$ cat config.mk
export PLATFORM = sky130hd
export DESIGN_NAME = sqrt_dispatcher
export DESIGN_NICKNAME = d
export VERILOG_FILES = /design/src/rtl/sqrt_pkg.sv /design/src/rtl/sqrt_op_fifo.sv /design/src/rtl/sqrt_dispatcher.sv
export SDC_FILE = /design/constraint.sdc
export NUM_CORES = 1
export LEC_CHECK = 0
export BUFFER_PORTS_ARGS = -buffer_cell sky130_fd_sc_hd__buf_2
export CORE_ASPECT_RATIO = 1.5
export CORE_MARGIN = 4
export CORE_UTILIZATION = 37
export DETAILED_ROUTE_END_ITERATION = 8
export PLACE_DENSITY = 0.63
export SLEW_MARGIN = 20
export SYNTH_ARGS = -nofsm -noshare
export SYNTH_HDL_FRONTEND = slang
export SYNTH_SLANG_ARGS = --single-unit
export TNS_END_PERCENT = 10
$ cat constraint.sdc
create_clock -name clk -period 3.63 [get_ports clk]
set_input_delay 0.1815 -clock clk [delete_from_list [all_inputs] [get_ports clk]]
set_output_delay 0.1815 -clock clk [all_outputs]
set_load 0.1 [all_outputs]
$ cat src/rtl/sqrt_pkg.sv
// rtl/sqrt_pkg.sv - shared widths and dispatcher state encoding for the sqrt dispatcher
package sqrt_pkg;

    localparam int OPERAND_W = 16;
    localparam int ROOT_W    = 8;

    typedef enum logic [1:0] {
        IDLE  = 2'd0,
        ISSUE = 2'd1,
        WAIT  = 2'd2,
        HOLD  = 2'd3
    } disp_state_t;

endpackage

$ cat src/rtl/sqrt_op_fifo.sv
// rtl/sqrt_op_fifo.sv - operand FIFO, DEPTH entries (power of two) of WIDTH bits
// Ports: clk, rst (async, active-high); push/wdata write the tail when not full;
//        pop retires the head when not empty; rdata shows the head;
//        full, empty, count report occupancy.
module sqrt_op_fifo #(
    parameter int DEPTH = 4,
    parameter int WIDTH = 16
) (
    input  logic                     clk,
    input  logic                     rst,
    input  logic                     push,
    input  logic                     pop,
    input  logic [WIDTH-1:0]         wdata,
    output logic [WIDTH-1:0]         rdata,
    output logic                     full,
    output logic                     empty,
    output logic [$clog2(DEPTH):0]   count
);

    localparam int AW = (DEPTH > 1) ? $clog2(DEPTH) : 1;

    logic [WIDTH-1:0] mem [DEPTH];
    logic [AW-1:0]    wptr;
    logic [AW-1:0]    rptr;
    logic             do_push;
    logic             do_pop;

    assign full    = (count == ($clog2(DEPTH)+1)'(DEPTH));
    assign empty   = (count == '0);
    assign do_push = push && !full;
    assign do_pop  = pop && !empty;
    assign rdata   = mem[rptr];

    // Payload storage needs no reset; only the pointers define validity.
    always_ff @(posedge clk) begin
        if (do_push) begin
            mem[wptr] <= wdata;
        end
    end

    // Pointers are DEPTH-sized counters, so natural overflow is the modulo wrap.
    always_ff @(posedge clk or posedge rst) begin
        if (rst) begin
            wptr  <= '0;
            rptr  <= '0;
            count <= '0;
        end else begin
            if (do_push) begin
                wptr <= wptr + 1'b1;
            end
            if (do_pop) begin
                rptr <= rptr + 1'b1;
            end
            if (do_push && !do_pop) begin
                count <= count + 1'b1;
            end else if (do_pop && !do_push) begin
                count <= count - 1'b1;
            end
        end
    end

endmodule

$ cat src/rtl/sqrt_dispatcher.sv
// rtl/sqrt_dispatcher.sv - queues operands and issues them one at a time to a sqrt core
// Ports: clk, rst (async, active-high); in_valid/in_ready/in_data operand input;
//        sq_start/sq_in to the core, sq_out/sq_error/sq_done from it;
//        res_valid/res_ready handshake with res_root, res_error, res_timeout, res_operand;
//        pending = FIFO occupancy, busy = work queued or in flight.
// Option: SQRT_NEG_BYPASS_EN answers operands with bit 15 set locally (error, no core call).
module sqrt_dispatcher
    import sqrt_pkg::*;
#(
    parameter int DEPTH   = 4,
    parameter int TIMEOUT = 64
) (
    input  logic                    clk,
    input  logic                    rst,
    input  logic                    in_valid,
    output logic                    in_ready,
    input  logic [OPERAND_W-1:0]    in_data,
    output logic                    sq_start,
    output logic [OPERAND_W-1:0]    sq_in,
    input  logic [ROOT_W-1:0]       sq_out,
    input  logic                    sq_error,
    input  logic                    sq_done,
    output logic                    res_valid,
    input  logic                    res_ready,
    output logic [ROOT_W-1:0]       res_root,
    output logic                    res_error,
    output logic                    res_timeout,
    output logic [OPERAND_W-1:0]    res_operand,
    output logic [$clog2(DEPTH):0]  pending,
    output logic                    busy
);

    localparam int TO_W = $clog2(TIMEOUT + 1);

    disp_state_t           state;
    logic [OPERAND_W-1:0]  op_reg;
    logic [TO_W-1:0]       wait_cnt;
    logic [OPERAND_W-1:0]  head;
    logic                  full;
    logic                  empty;
    logic                  pop;

    assign in_ready = !full;
    assign pop      = (state == IDLE) && !empty;

    sqrt_op_fifo #(
        .DEPTH (DEPTH),
        .WIDTH (OPERAND_W)
    ) u_fifo (
        .clk   (clk),
        .rst   (rst),
        .push  (in_valid && !full),
        .pop   (pop),
        .wdata (in_data),
        .rdata (head),
        .full  (full),
        .empty (empty),
        .count (pending)
    );

    // All outputs decode registered state, so they are glitch-free and reset at once.
    assign sq_start    = (state == ISSUE);
    assign sq_in       = op_reg;
    assign res_operand = op_reg;
    assign res_valid   = (state == HOLD);
    assign busy        = (state != IDLE) || !empty;

    always_ff @(posedge clk or posedge rst) begin
        if (rst) begin
            state       <= IDLE;
            op_reg      <= '0;
            wait_cnt    <= '0;
            res_root    <= '0;
            res_error   <= 1'b0;
            res_timeout <= 1'b0;
        end else begin
            case (state)
                IDLE: begin
                    if (!empty) begin
                        op_reg <= head;
`ifdef SQRT_NEG_BYPASS_EN
                        if (head[OPERAND_W-1]) begin
                            state       <= HOLD;
                            res_root    <= '0;
                            res_error   <= 1'b1;
                            res_timeout <= 1'b0;
                        end else begin
                            state <= ISSUE;
                        end
`else
                        state <= ISSUE;
`endif
                    end
                end
                ISSUE: begin
                    state    <= WAIT;
                    wait_cnt <= '0;
                end
                WAIT: begin
                    wait_cnt <= wait_cnt + 1'b1;
                    // A done seen in the first WAIT cycle may be left over from the
                    // previous operand, so it is only trusted from the second cycle.
                    if ((wait_cnt != '0) && sq_done) begin
                        state       <= HOLD;
                        res_root    <= sq_out;
                        res_error   <= sq_error;
                        res_timeout <= 1'b0;
                    end else if (wait_cnt == TO_W'(TIMEOUT - 1)) begin
                        state       <= HOLD;
                        res_root    <= '0;
                        res_error   <= 1'b1;
                        res_timeout <= 1'b1;
                    end
                end
                HOLD: begin
                    if (res_ready) begin
                        state <= IDLE;
                    end
                end
                default: state <= IDLE;
            endcase
        end
    end

endmodule
==> results.txt, run 1 <==
Status: finished clean
Vias: 2295
Syn_area_per_cell: 17.1 um2
Final setup viols: 0
GRT overflow: 0
Crit Path Max Fanout: 19
Number of hold violations in the final report: 0
Clock slew at reported path FFs: 0.06 ns
CTS resizes: 0
Core area: 11500 um2
Die area: 13600 um2
Die width: 96.6 um
Antenna-violating nets left: 0
Synth Flop Type: edfxtp_1
Worst Setup Path Type: register to register
Register area share after synthesis: 68.3%
Fmax achieved: 0.375 GHz
WP data arrival: 2.92 ns
Ys async rst share: 39.6%
Ports: 79
Initial antenna violation count: 0
Seq cells post-synth: 106
DRC Markers: 0
Cell count after synthesis: 254
Vias in the first global route: 2378
Worst-skew pair later-pin latency: 0.33 ns
Synth warn: 0
Share of layout cells above drive strength 1: 40.6%
Max_slew headroom: 28.5%
Gp weighted congestion: 0.715
Minimum clock period: 2.67 ns
Crit end category: register
Hpwl dp: 5.22 mm
Worst endpoint required time: 3.89 ns
Cell Area, Synth: 4350 um2
Total Routing Usage GR: 12.4%
Initial Util: 37.7%
Synth Net Count: 297
Clock tree root driver cell: clkbuf_16
CTS Buf Count: 9
Number of enable flip-flop cells after synthesis: 64
Setup_tns: 0 ns
Core Util, Final: 43.9%
Pre-antenna DRT Iters: 4
TritonCTS clock tree: built
First-pass GRT wire length: 12.3 mm
PortBufs: 78
Clk buf depth: 2
Clock sink count: 106
Via density: 4.83
CTS H-tree lvls: 3
Die Ht: 141 um
Total detailed-routing wirelength: 7.78 mm
Worst Clk Skew: 0.00698 ns
Drt wl/cell: 16.4 um
Hold/Removal Path Class: input port to async pin
Largest net degree at the start of global routing: 43
MaxCap Viol Count: 0
# rows: 48
Syn-to-layout area delta: 16.3%
RSZ-0062 raised after global routing: false
Actual slew at the worst max-slew pin: 1.07 ns
Ant. Diodes: 0
Post-synthesis cell type count: 37
Max-slew violations: 0
Hold-fix buffers, CTS: 0
Nets@finish: 363
Fin crit share: 73.4%
Initial DRC count: 66
Setup Buffers After CTS: 0
Critical path startpoint category: register
## layer usage
layer	wire length, um	GRT usage (%)	vias up	share of wire, %
met1	3000	13.6	1156	39
met4	163	6.06	0	2.1
met5	0	0	-	0
li1	-	-	1069	-
met3	387	2.88	10	5.0
met2	4240	21.8	60	54
## logic make-up (layout without fill, tap and decap cells)
group                    count (synthesis)  after routing  share of synthesized area [%]
buffers and inverters                   39            110                           4.92
XOR/XNOR                                 7              7                           1.41
adder cells (fa/ha/maj)                 13             13                           3.91
multiplexers                            35             35                           13.3
flip-flops                             106            106                           68.3
AO/OA/AOI/OAI                           27             27                           4.72
AND/OR/NAND/NOR                         27             27                           3.45
## area by class of cell
| cell class | count | area [um2] |
|---|---|---|
| Clock buffer | 11 | 243 |
| Clock inverter | 5 | 28.8 |
| Fill cell | 1068 | 6470 |
| Inverter | 15 | 56.3 |
| Multi-Input combinational cell | 109 | 1170 |
| Sequential cell | 106 | 2970 |
| Tap cell | 150 | 188 |
| Timing Repair Buffer | 79 | 398 |
## cells in the mapped netlist, types with 2 or more instances
cell / count / area share [%]
a21oi_1: 4 / 0.46
a22o_1: 8 / 1.6
and3_1: 4 / 0.57
buf_2: 3 / 0.34
buf_4: 17 / 2.9
clkbuf_1: 3 / 0.26
dfrtp_1: 42 / 24
edfxtp_1: 64 / 44
ha_1: 12 / 3.5
inv_1: 15 / 1.3
mux2_2: 18 / 4.7
mux4_2: 16 / 8.3
nand2_1: 4 / 0.34
nand3_1: 4 / 0.46
nor2_1: 6 / 0.52
o21ai_0: 6 / 0.69
o22ai_1: 2 / 0.29
or3_1: 2 / 0.29
xnor2_1: 3 / 0.60
xor2_1: 4 / 0.80
## metrics by stage
stage / std cells / setup WS, ns / area, um2 / hold slack (ns)
after floorplan: 254 / 0.241 / 4350 / 0.280
final: 475 / 0.964 / 5060 / 0.0532
after global routing: 475 / 0.812 / 5060 / 0.0496
after CTS: 475 / 0.906 / 5060 / 0.0454
after global placement: 459 / 1.01 / 4790 / 0.393
after detailed placement: 459 / 0.920 / 4790 / 0.405
## state kept, by name, indices dropped and copies added (netlist names)
register and flops:
res_error 1, res_operand 16, res_root 8, res_timeout 1
state 2, u_fifo.count 3, u_fifo.mem 64, u_fifo.rptr 2
u_fifo.wptr 2, wait_cnt 7
## cells in the final DEF (no fill, tap or decap), types with 3 or more instances in the layout
cell type / netlist / layout
clkbuf_16: 0 / 9
a22o_1: 8 / 8
xnor2_1: 3 / 3
nand2_1: 4 / 4
edfxtp_1: 64 / 64
xor2_1: 4 / 4
mux4_2: 16 / 16
buf_2: 3 / 78
and3_1: 4 / 4
nor2_1: 6 / 6
a21oi_1: 4 / 4
o21ai_0: 6 / 6
ha_1: 12 / 12
inv_1: 15 / 14
mux2_2: 18 / 18
dfrtp_1: 42 / 42
nand3_1: 4 / 4
## worst max-delay path, cell delays in order, from the launching register on
cell     delay [ns]
dfrtp_1        0.48
o31ai_4        0.93
ha_1           0.32
inv_1          0.07
fa_1           0.37
xor2_1         0.15
nor2_1         0.11
xor2_1         0.16
## final timing paths
check                                start                end  slack, ns  depth (start not counted)
setup reg to reg           u_fifo.count[0]    u_fifo.count[2]       0.96                          7
hold reg to reg                res_root[5]        res_root[5]       0.50                          1
setup / recovery           u_fifo.count[0]    u_fifo.count[2]       0.96                          7
min in group clk               in_data[15]  u_fifo.mem[3][15]       0.06                          1
max in group asynchronous              rst        wait_cnt[5]       3.01                          2
hold / removal                         rst        res_root[2]       0.05                          2
Power of run 1 is left out: the tool's default activity adds up to more than one toggle a clock period on the data nets, which glitch-free logic cannot reach.
==> run 2, diff against run 1 <==
--- a/config.mk
+++ b/config.mk
@@ -10,7 +10,7 @@
 export CORE_MARGIN = 4
 export CORE_UTILIZATION = 37
 export DETAILED_ROUTE_END_ITERATION = 8
-export PLACE_DENSITY = 0.63
+export PLACE_DENSITY = 0.65
 export SLEW_MARGIN = 20
 export SYNTH_ARGS = -nofsm -noshare
 export SYNTH_HDL_FRONTEND = slang
==> constraint.sdc (replaced) <==
create_clock -name clk -period 2.4 [get_ports clk]
set_input_delay 0.12 -clock clk [delete_from_list [all_inputs] [get_ports clk]]
set_output_delay 0.12 -clock clk [all_outputs]
set_load 0.1 [all_outputs]
==> results.txt, run 2 (same netlist as run 1, synthesis figures left out) <==
Crit path max-delay family: adder cells
Critical Path Start: u_fifo.count[0]
Fillcell total: 1030
Max reg flops: 64
Multi-input combinational cell area: 1180 um2
Clk buf depth: 2
Via density: 4.79
RSZ-0062 raised after global routing: false
DRC Markers: 0
WP data arrival: 2.32 ns
Pre-antenna DRT Iters: 4
Fmax achieved: 0.477 GHz
CTS Buf Count: 9
Max-slew violations: 0
Number of hold violations in the final report: 0
Crit Path Max Fanout: 6
CTS resizes: 0
Share of layout cells above drive strength 1: 40.6%
CTS H-tree lvls: 3
# rows: 48
Die Ht: 141 um
Total detailed-routing wirelength: 8.31 mm
Placement Setup Slack: 0.305 ns
Nets@finish: 390
Total Routing Usage GR: 13.2%
Status: finished clean
Clock tree root driver cell: clkbuf_16
Register area: 2980 um2
Worst Clk Skew: 0.00422 ns
TritonCTS clock tree: built
Core area: 11500 um2
Minimum clock period: 2.10 ns
Vias: 2404
Antenna-violating nets left: 0
Die width: 96.6 um
Hpwl dp: 5.67 mm
Critical path startpoint category: register
Fin crit share: 87.4%
Largest reg by FF count: u_fifo.mem
Die area: 13600 um2
Commonest cells after routing, fill and taps aside: buf_2, edfxtp_1, dfrtp_1
Worst path cell trace: nor2_1 -> nand2_4 -> and2_1 -> ha_1 -> inv_1 -> fa_1 -> mux2_2
Final WS setup: 0.303 ns
Clock slew at reported path FFs: 0.07 ns
Worst path bufs/invs: 1
Slowest library cell on the worst path: dfrtp_4
Largest net degree at the start of global routing: 26
Ports: 79
Worst Setup Path Type: register to register
Initial DRC count: 75
Hold Path Origin: sq_out[0]
MaxCap Viol Count: 0
Syn-to-layout area delta: 23.4%
Ant. Diodes: 0
First-pass GRT wire length: 13.1 mm
Worst-skew pair later-pin latency: 0.34 ns
Hold/Removal Path Class: input port to register
Initial Util: 37.7%
Gp weighted congestion: 0.727
Final setup viols: 0
Max_slew headroom: 38.0%
Fin Hold WS: 0.00983 ns
Actual slew at the worst max-slew pin: 0.929 ns
Vias in the first global route: 2551
Initial antenna violation count: 0
Drt wl/cell: 16.5 um
Worst endpoint required time: 2.62 ns
Commonest non-fill, non-tap cell in the layout: buf_2
Clock sink count: 106
PortBufs: 78
RR Startpoint: u_fifo.count[0]
Crit end category: register
CP max stage delay: 0.52 ns
GRT overflow: 0
-- run 2: cell count changes in the layout (fill, tap and decap cells not counted), sizes merged --
cell,previous run,this run
buf,79,84
bufinv,0,1
clkbuf,11,10
dlygate4sd3,0,22
-- run 2: metal layers --
metal / part of all wire [%] / vias to the layer above / track usage (%)
met3: 3.8 / 9 / 2.30
met4: 1.7 / 0 / 5.25
met2: 57 / 54 / 24.9
met5: 0 / - / 0
li1: - / 1123 / -
met1: 37 / 1218 / 14.0
-- run 2: repair_timing --
| action | 4_1_cts | 5_1_grt |
|---|---|---|
| setup buffers | 0 | 0 |
| endpoints found under the hold margin | 93 | 0 |
| setup endpoints to repair | 0 | 0 |
| hold buffers | 22 | 0 |
-- run 2: cell type report --
type | count | share of cell area (%)
clock buffers | 10 | 4.45
inverters | 15 | 1.05
multi-input cells | 109 | 22.1
repair buffers | 106 | 12.2
clock inverters | 6 | 1.19
flip-flops and latches | 106 | 55.5
well taps | 150 | 3.50
-- run 2: stage by stage --
stage	utilization, %	cells	instance area (um2)	setup TNS [ns]
final	46.6	502	5370	0
after global routing	46.6	502	5370	0
after CTS	46.6	502	5370	0
after detailed placement	42.0	464	4850	0
after global placement	42.0	464	4850	0
after floorplan	-	254	4380	-0.0513
-- run 2: final timing paths --
kind / to / slack (ns) / cells past startpoint
worst max-delay path: u_fifo.count[1] / 0.30 / 7
worst min-delay path: res_root[0] / 0.01 / 2
worst max register to register: u_fifo.count[1] / 0.30 / 7
worst min register to register: res_root[2] / 0.49 / 1
max in group asynchronous: res_root[4] / 1.34 / 4
min in group asynchronous: res_root[3] / 0.38 / 3
-- run 2: worst reg2reg max path, stage by stage, from the launching register on --
cell,delay [ns]
dfrtp_4,0.52
nor2_1,0.20
nand2_4,0.08
and2_1,0.21
ha_1,0.22
inv_1,0.07
fa_1,0.41
mux2_2,0.28
Power of run 2 is left out for the same reason.
